## config.mk

```make
export PLATFORM = sky130hd
export DESIGN_NAME = alu_mc
export DESIGN_NICKNAME = d
export VERILOG_FILES = /design/src/rtl/alu_mc.sv
export SDC_FILE = /design/constraint.sdc
export NUM_CORES = 1
export LEC_CHECK = 0
export CAP_MARGIN = 15
export CORE_AREA = 2 2 148 136
export DETAILED_ROUTE_END_ITERATION = 8
export DIE_AREA = 0 0 150 138
export PLACE_DENSITY = 0.83
export SLEW_MARGIN = 20
export SYNTH_ARGS = -nofsm -noshare
export SYNTH_HDL_FRONTEND = slang
export SYNTH_SLANG_ARGS = --single-unit
```

## constraint.sdc

```tcl
create_clock -name clk -period 4.5 [get_ports clk]
set_input_delay 0.675 -clock clk [delete_from_list [all_inputs] [get_ports clk]]
set_output_delay 0.675 -clock clk [all_outputs]
set_load 0.02 [all_outputs]
```

## src/rtl/alu_mc.sv

```systemverilog
// alu_mc: multi-cycle ALU with a valid/ready handshake and an IDLE/CALC/DONE FSM.
// Define ALU_MC_MULDIV_EN to build the iterative signed MUL/DIV; otherwise MUL/DIV act as reserved ops.
module alu_mc #(
  parameter int W   = 32,
  parameter int SHW = $clog2(W)
) (
  input  logic         clk,
  input  logic         rst,
  input  logic         in_valid,
  output logic         in_ready,
  input  logic [3:0]   op,
  input  logic [W-1:0] a,
  input  logic [W-1:0] b,
  output logic         out_valid,
  input  logic         out_ready,
  output logic [W-1:0] result,
  output logic [W-1:0] hi,
  output logic         less,
  output logic         equal,
  output logic         greater,
  output logic         overflow,
  output logic         div_zero
);
  typedef enum logic [1:0] {IDLE, CALC, DONE} state_t;
  state_t state_q, state_d;
  logic [W-1:0] result_q, result_d, hi_q, hi_d;
  logic [4:0] flags_q, flags_d;
  logic accept, go_calc, calc_last;
  logic [W-1:0] sum, diff, alu_res, alu_hi, md_res, md_hi;
  logic [4:0] alu_flags;
  logic add_ovf, sub_ovf, lt, eq, md_ovf;
  logic [SHW-1:0] shamt;
  assign accept  = in_valid && in_ready;
  assign sum     = a + b;
  assign diff    = a - b;
  assign add_ovf = (a[W-1] == b[W-1]) && (sum[W-1] != a[W-1]);
  assign sub_ovf = (a[W-1] != b[W-1]) && (diff[W-1] != a[W-1]);
  assign lt      = $signed(a) < $signed(b);
  assign eq      = a == b;
  assign shamt   = a[SHW-1:0];
  // Single-cycle ops evaluated straight from the request so nothing but the result is stored.
  always_comb begin
    alu_res   = '0;
    alu_hi    = '0;
    alu_flags = '0;
    case (op)
      4'd1: begin
        alu_res   = sum;
        alu_flags = {3'b000, add_ovf, 1'b0};
      end
      4'd2: begin
        alu_res   = diff;
        alu_flags = {lt, eq, !lt && !eq, sub_ovf, 1'b0};
      end
      4'd3: alu_res = a & b;
      4'd4: alu_res = a | b;
      4'd5: alu_res = a ^ b;
      4'd6: alu_res = ~(a | b);
      4'd7: alu_res = b << shamt;
      4'd8: alu_res = b >> shamt;
      4'd9: alu_res = W'($signed(b) >>> shamt);
      4'd10: begin
        alu_res   = {{(W-1){1'b0}}, lt};
        alu_flags = {lt, eq, !lt && !eq, 2'b00};
      end
`ifdef ALU_MC_MULDIV_EN
      4'd12: begin
        if (b == '0) begin
          alu_res   = '1;
          alu_hi    = a;
          alu_flags = 5'b00001;
        end
      end
`endif
      default: alu_res = '0;
    endcase
  end
`ifdef ALU_MC_MULDIV_EN
  logic [W:0] acc_hi_q, acc_hi_d, shifted, msum, nhi;
  logic [W-1:0] acc_lo_q, acc_lo_d, opnd_q, opnd_d, nlo, abs_a, abs_b;
  logic [2*W-1:0] prod, sprod;
  logic [SHW-1:0] cnt_q, cnt_d;
  logic is_div_q, is_div_d, neg_q, neg_d, rneg_q, rneg_d, ovf_q, ovf_d, ge;
  assign go_calc   = (op == 4'd11) || (op == 4'd12 && b != '0);
  assign calc_last = &cnt_q;
  assign abs_a     = a[W-1] ? -a : a;
  assign abs_b     = b[W-1] ? -b : b;
  // Unsigned magnitude datapath: shift-add multiply or restoring divide, one bit per cycle.
  assign shifted = {acc_hi_q[W-1:0], acc_lo_q[W-1]};
  assign ge      = shifted >= {1'b0, opnd_q};
  assign msum    = acc_hi_q + {1'b0, acc_lo_q[0] ? opnd_q : {W{1'b0}}};
  assign nhi     = is_div_q ? (ge ? shifted - {1'b0, opnd_q} : shifted) : {1'b0, msum[W:1]};
  assign nlo     = is_div_q ? {acc_lo_q[W-2:0], ge} : {msum[0], acc_lo_q[W-1:1]};
  assign prod    = {nhi[W-1:0], nlo};
  assign sprod   = neg_q ? -prod : prod;
  assign md_res  = is_div_q ? (neg_q ? -nlo : nlo) : sprod[W-1:0];
  assign md_hi   = is_div_q ? (rneg_q ? -nhi[W-1:0] : nhi[W-1:0]) : sprod[2*W-1:W];
  assign md_ovf  = ovf_q;
  always_comb begin
    acc_hi_d = acc_hi_q;
    acc_lo_d = acc_lo_q;
    opnd_d   = opnd_q;
    cnt_d    = cnt_q;
    is_div_d = is_div_q;
    neg_d    = neg_q;
    rneg_d   = rneg_q;
    ovf_d    = ovf_q;
    if (accept && go_calc) begin
      acc_hi_d = '0;
      acc_lo_d = op == 4'd12 ? abs_a : abs_b;
      opnd_d   = op == 4'd12 ? abs_b : abs_a;
      cnt_d    = '0;
      is_div_d = op == 4'd12;
      neg_d    = a[W-1] ^ b[W-1];
      rneg_d   = a[W-1];
      ovf_d    = op == 4'd12 && a == {1'b1, {(W-1){1'b0}}} && &b;
    end else if (state_q == CALC) begin
      acc_hi_d = nhi;
      acc_lo_d = nlo;
      cnt_d    = cnt_q + 1'b1;
    end
  end
  always_ff @(posedge clk) begin
    if (rst) begin
      acc_hi_q <= '0;
      acc_lo_q <= '0;
      opnd_q   <= '0;
      cnt_q    <= '0;
      is_div_q <= 1'b0;
      neg_q    <= 1'b0;
      rneg_q   <= 1'b0;
      ovf_q    <= 1'b0;
    end else begin
      acc_hi_q <= acc_hi_d;
      acc_lo_q <= acc_lo_d;
      opnd_q   <= opnd_d;
      cnt_q    <= cnt_d;
      is_div_q <= is_div_d;
      neg_q    <= neg_d;
      rneg_q   <= rneg_d;
      ovf_q    <= ovf_d;
    end
  end
`else
  assign go_calc   = 1'b0;
  assign calc_last = 1'b0;
  assign md_res    = '0;
  assign md_hi     = '0;
  assign md_ovf    = 1'b0;
`endif
  always_ff @(posedge clk) begin
    if (rst) state_q <= IDLE;
    else state_q <= state_d;
  end
  always_comb begin
    state_d = state_q;
    case (state_q)
      IDLE:    state_d = in_valid ? (go_calc ? CALC : DONE) : IDLE;
      CALC:    state_d = calc_last ? DONE : CALC;
      DONE:    state_d = out_ready ? IDLE : DONE;
      default: state_d = IDLE;
    endcase
  end
  always_comb begin
    in_ready  = state_q == IDLE && !rst;
    out_valid = state_q == DONE;
  end
  always_comb begin
    result_d = result_q;
    hi_d     = hi_q;
    flags_d  = flags_q;
    if (accept && !go_calc) begin
      result_d = alu_res;
      hi_d     = alu_hi;
      flags_d  = alu_flags;
    end else if (state_q == CALC && calc_last) begin
      result_d = md_res;
      hi_d     = md_hi;
      flags_d  = {3'b000, md_ovf, 1'b0};
    end
  end
  always_ff @(posedge clk) begin
    if (rst) begin
      result_q <= '0;
      hi_q     <= '0;
      flags_q  <= '0;
    end else begin
      result_q <= result_d;
      hi_q     <= hi_d;
      flags_q  <= flags_d;
    end
  end
  assign result = result_q;
  assign hi     = hi_q;
  assign {less, equal, greater, overflow, div_zero} = flags_q;
endmodule

```

Yosys cells after proc, flatten, opt, wreduce, memory -nomap -nowiden
Index checks and enable logic that the tools add are counted.

word-level totals
  word-level logic and storage cells = 44
  output and inout port bits = 71
  flip-flop bits (word level) = 39

cells by class
  add/subtract/negate cells = 2
  eq/ne operators = 17
  order comparisons = 1
  reduce and logical (&&, ||, !) cells = 9
  bitwise logic cells = 4
  mux-type cells = 5
  shift operators = 3

operator list
  kind                                                                    number
  32-bit one-hot mux with 10 select lines                                 1
  32-bit adder                                                            1
  32-bit bitwise AND                                                      1
  32-bit equality test                                                    1
  32-bit less-than comparator                                             1
  32-bit inverter                                                         1
  32-bit bitwise OR                                                       1
  32-bit by 5-bit left shift with 32-bit output                           1
  32-bit by 5-bit right shift with 32-bit output                          1
  32-bit by 5-bit >>> shifter with 32-bit output                          1
  32-bit subtractor                                                       1
  32-bit bitwise XOR                                                      1
  4-bit by 3-bit equality test with 1-bit output (second input constant)  4
  5-bit one-hot mux with 3 select lines                                   1
  4-bit equality test (second input constant)                             3
  4-bit by 2-bit equality test with 1-bit output (second input constant)  2
  2-bit one-hot mux with 3 select lines                                   1
  1-bit logical AND                                                       5
  4-bit by 1-bit equality test with 1-bit output (second input constant)  1
  2-bit 2-to-1 mux                                                        2
  1-bit zero test                                                         3
  1-bit inequality test                                                   3
  2-bit by 1-bit equality test with 1-bit output (second input constant)  1
  2-bit equality test (second input constant)                             1
  2 further kinds                                                         2

Longest topological paths before layout
Gate-level depths: netlist of the first run.

  depth in word-level cells = 4
  mapped depth = 15
  gate-level depth less buffers = 12

Worst setup path before layout of the first run
Ideal clock, no wire load.

  path type = input to register
  start point = in a[1]
  end point = reg result_q[27], in the netlist result[27]
  slack = 0.357 ns
  path buffers = 4
  stages on the path = 15
  data arrival time = 4.022 ns
  setup time = 0.122 ns
  cells stage by stage = buf_2 inv_1 buf_2 buf_2 buf_1 ha_1 nor3_1 a211o_2 a221o_2 o221ai_4 o31ai_4 a31oi_4 or4_1 and3_1 o311a_1

between the ends
  longest elaborated chain between the ends = 2
  elaborated cells on any way between the ends = 6
  classes of those cells = 2 x add/sub; 3 x shift; 1 x mux

RTL lines
  what                                             line  RTL
  start, declared                                  12    input logic [W-1:0] a,
  32-bit subtractor, or another cell as far along  35    assign diff = a - b;
  32-bit one-hot mux with 10 select lines *        46    case (op)
  end signal, assigned                             188   result_q <= result_d;
  end, declared                                    26    logic [W-1:0] result_q, result_d, hi_q, hi_d;

Every way passes the cells marked *; elsewhere a longest branch is shown, timed or not.
A chain may end at the register's enable or synchronous reset.

Worst setup path in the final report of the first run
  start point = in b[1]
  end point = reg result_q[0], in the netlist result[0]

between the ends
  longest elaborated chain between the ends = 2
  elaborated cells on any way between the ends = 5
  classes of those cells = 1 x order compare; 3 x shift; 1 x mux

RTL lines
  what                                                       line  RTL
  start, declared                                            13    input logic [W-1:0] b,
  32-bit less-than comparator, or another cell as far along  38    assign lt = $signed(a) < $signed(b);
  32-bit one-hot mux with 10 select lines *                  46

Marked as above.

==> impl_metrics.csv, run 1 <==
group,metric,value,unit
outcome,status,"complete, no violations",
routing,firstDrtPassIters,9,
clocking,numCtsBuffers,5,
critical_path,slowest_stage,"clkdlybuf4s50_1",
logic_synthesis,synth_compound_area_share,33.08,%
critical_path,crit_type,"primary input to flip-flop",
sta,fin_tns_setup,0,ns
worst_hold_path,worstHoldPathType,"flip-flop to flip-flop",
layout,layout-drive-gt1-share,13.09,%
critical_path,worstRegToRegCells,7,
clocking,path_clk_slew,0.07,ns
critical_path,cp.arrival,4.33,ns
grt,gr-total-overflow,0,
sta,fin_crit,4.117,ns
logic_synthesis,netlist_top_cells_count,"156 x nand2_1, 155 x a21oi_1, 141 x nor2_1",
pwr,peakVddDrop,0.1462,mV
critical_path,r2r-start,"state_q[1]$_SDFF_PP0_",
clocking,root_buffer,"clkbuf_16",
critical_path,critPathCapture,"result[0]$_SDFFE_PP0P_",
logic_synthesis,synthTopCellsByArea,"ha_1 11%, mux4_2 8.9%, a21oi_1 7.0%",
layout,finalInstanceArea,12860,sq um
routing,vias,13830,
logic_synthesis,async_flop_share,0,%
placed_design,hpwl,40410,um
sta,rsz0062_at_grt,"no",
floorplan,num_rows,49,
run,maxCapViolCount,0,
pwr,p_int,1.222,mW
grt,grt_max_degree,69,
placed_design,globalplace.congestion,1.027,
pwr,power.density,182.0,nW/um^2
critical_path,path_max_fanout,10,
sta,skew,0.006014,ns
sta,worst_slack,0.3828,ns
sta,finalCritPeriodShare,91.49,%
logic_synthesis,ys.flop_type,"dfxtp_1",
sta,tightest_slew,0.9890,ns
pwr,p_clk_share,21.3,%
logic_synthesis,yosysTopAreaCell,"ha_1",
layout,nNetsFinal,1839,
clocking,ctsResizeCount,0,
routing,drt-total-wl,51730,um
pwr,p_comb_share,63.3,%
sta,slew-limit-headroom,34.06,%
grt,grt_pass1_vias,12700,
logic_synthesis,yosysSeqAreaShare,6.845,%
logic_synthesis,synth_seq_cells,38,
floorplan,io_pins,143,
clocking,post_cts_buffers,0,
clocking,cts.htree.levels,2,
pwr,netSwitchingPower,1.120,mW
critical_path,worst_path_largest_cell_delay,0.75,ns
clocking,clk_latency,0.30,ns
critical_path,path_buf_inv,2,
critical_path,critical-path-top-delay-family,"compound AO/OA/AOI/OAI gates",
floorplan,fp.dieH,138,um
floorplan,dieWidth,150,um
pwr,leakage,5.360,nW
routing,drt-initial-drc-count,2143,
sta,holdWs,0.4654,ns
sta,max_freq,242.9,MHz
floorplan,start_util,57.36,%
placed_design,port_buffers,109,
logic_synthesis,synth_edf_count,0,
clocking,clockBufferDepth,2,
grt,antenna_found_initial,2,
logic_synthesis,syn_avg_cell_area,7.106,sq um
pwr,p_sw_share,47.84,%
layout,final_core_util,66.40,%
pwr,seqPwrFrac,15.4,%
clocking,postCtsHoldBufs,0,
logic_synthesis,synthMuxAreaShare,16.11,%
logic_synthesis,syn_inst,1564,
logic_synthesis,synth_top_area_share,11.26,%
critical_path,path_cells,"clkdlybuf4s50_1, fa_1, o21bai_1, a211o_1, o211ai_1, a21oi_1, o31ai_1, a41oi_1, a2bb2oi_1, buf_4, o311a_1, nor3_1",
sta,hold_viol,0,
grt,grtUsageTotal,48.51,%
clocking,cts_tree,"done",
logic_synthesis,synth_most_common_cell,"nand2_1",
floorplan,core,19370,sq um
critical_path,crit_cells,12,
logic_synthesis,ys_warn_count,0,
placed_design,place_area,12670,sq um
logic_synthesis,synth_cell_types,93,
routing,postRouteAntennaNets,0,
grt,grt_pass1_wl,77220,um
routing,vias_per_cell,7.194,
logic_synthesis,synth_xor_area_share,0.7881,%
sta,maxSlewViolCount,0,
layout,syn_to_final_growth,15.76,%
logic_synthesis,synthesis.area,11110,sq um
logic_synthesis,synth_top_family_by_area,"compound AO/OA/AOI/OAI gates",
critical_path,required,4.72,ns
clocking,cts_sinks,38,
critical_path,r2r_end,"result[19]$_SDFFE_PP0P_",
critical_path,critPathLaunchType,"primary input",
critical_path,cp-startpoint,"b[1]",
critical_path,cp-end-kind,"flip-flop",
placed_design,pre_cts_ws,0.1841,ns
floorplan,die_area,20700,sq um
routing,drc_errors,0,
sta,finalSetupViolations,0,
critical_path,r2r_slack,2.05,ns
logic_synthesis,synth_adder_area_share,11.62,%
routing,wl_per_cell,26.92,um
logic_synthesis,synth-simple-area-share,20.63,%
==> layout make-up <==
type	instances	area, sq um
fill	1750	6509
clock inverter	3	68.82
tap	255	319.1
inverter	97	364.1
sequential	38	760.7
multi-input combinational	1299	9288
timing repair buffer	224	1937
clock buffer	5	125.1
antenna	1	2.502
==> flip-flops by register name (all words and copies together), names as in the netlist <==
signal / cells
state_q: 2
flags_q: 4
result: 32
==> how the worst min path moves through the flow <==
stage               cells past startpoint  slack [ns]                       to                    start
detailed placement                      2        0.45  flags_q[2]$_SDFFE_PP0P_  flags_q[2]$_SDFFE_PP0P_
floorplan                               1        0.44    state_q[1]$_SDFF_PP0_    state_q[0]$_SDFF_PP0_
finish                                  2        0.47  flags_q[2]$_SDFFE_PP0P_  flags_q[2]$_SDFFE_PP0P_
global placement                        2        0.44   result[1]$_SDFFE_PP0P_   result[1]$_SDFFE_PP0P_
CTS                                     2        0.46  flags_q[2]$_SDFFE_PP0P_  flags_q[2]$_SDFFE_PP0P_
global route                            2        0.48  flags_q[2]$_SDFFE_PP0P_  flags_q[2]$_SDFFE_PP0P_
==> worst min-delay path: cells and delay by family, from the launching register on <==
family           cells  cell delay [ns]
AO/OA/AOI/OAI        1             0.05
flip-flops           1             0.32
AND/OR/NAND/NOR      1             0.05
==> kinds of logic (layout without fill, tap and decap cells) <==
family / Yosys count / in the layout
AOI/OAI and AO/OA: 542 / 542
xor gates and xnor gates: 10 / 10
adders and majority gates: 102 / 102
buffers and inverters: 259 / 329
DFF: 38 / 38
muxes: 120 / 120
other: 1 / 34
and+or+nand+nor: 492 / 492
==> per-stage QoR <==
step,std cells,total power [mW]
2_1_floorplan,1596,1.290
3_3_place_gp,1913,1.766
3_5_place_dp,1913,1.778
4_1_cts,1921,2.270
5_1_grt,1921,2.427
6_report,1922,2.342
==> routing by layer <==
layer  wire length, um  GRT usage, %
met1             18770         63.32
met2             21280         70.34
met3              7577         14.06
met4              4096         29.49
met5                13             0
==> power groups by stage <==
| stage | clock (mW) | combinational (mW) | sequential (mW) |
|---|---|---|---|
| 3_5_place_dp | 0 | 1.41 | 0.367 |
| 6_report | 0.500 | 1.48 | 0.360 |
| 4_1_cts | 0.491 | 1.42 | 0.360 |
| 2_1_floorplan | 0 | 0.913 | 0.377 |
| 5_1_grt | 0.508 | 1.56 | 0.361 |
| 3_3_place_gp | 0 | 1.40 | 0.367 |
==> cell usage in the layout, fill, tap and decap left out, drive strengths merged, types with 11 or more instances in the layout <==
cell             n
nand2          156
a21oi          155
nor2           141
buf            119
o21ai          113
clkdlybuf4s50  105
ha             100
inv             96
mux2i           60
mux4            45
nor3            41
a221oi          39
dfxtp           38
conb            33
nand3           32
o211ai          27
a211oi          26
and3            21
a31oi           18
a221o           16
mux2            15
nand4           14
nor4            14
nor2b           13
o31ai           13
nand2b          12
a22oi           12
and2            12
a21o            11
a311oi          11
No activity file was read; power rests on OpenSTA's default activity.
==> run 2: changes to the inputs <==
--- a/config.mk
+++ b/config.mk
@@ -14,3 +14,4 @@
 export SYNTH_ARGS = -nofsm -noshare
 export SYNTH_HDL_FRONTEND = slang
 export SYNTH_SLANG_ARGS = --single-unit
+export TNS_END_PERCENT = 20
==> results of run 2 <==
Same layout as run 1: the final DEF is identical, and so are final timing and power.
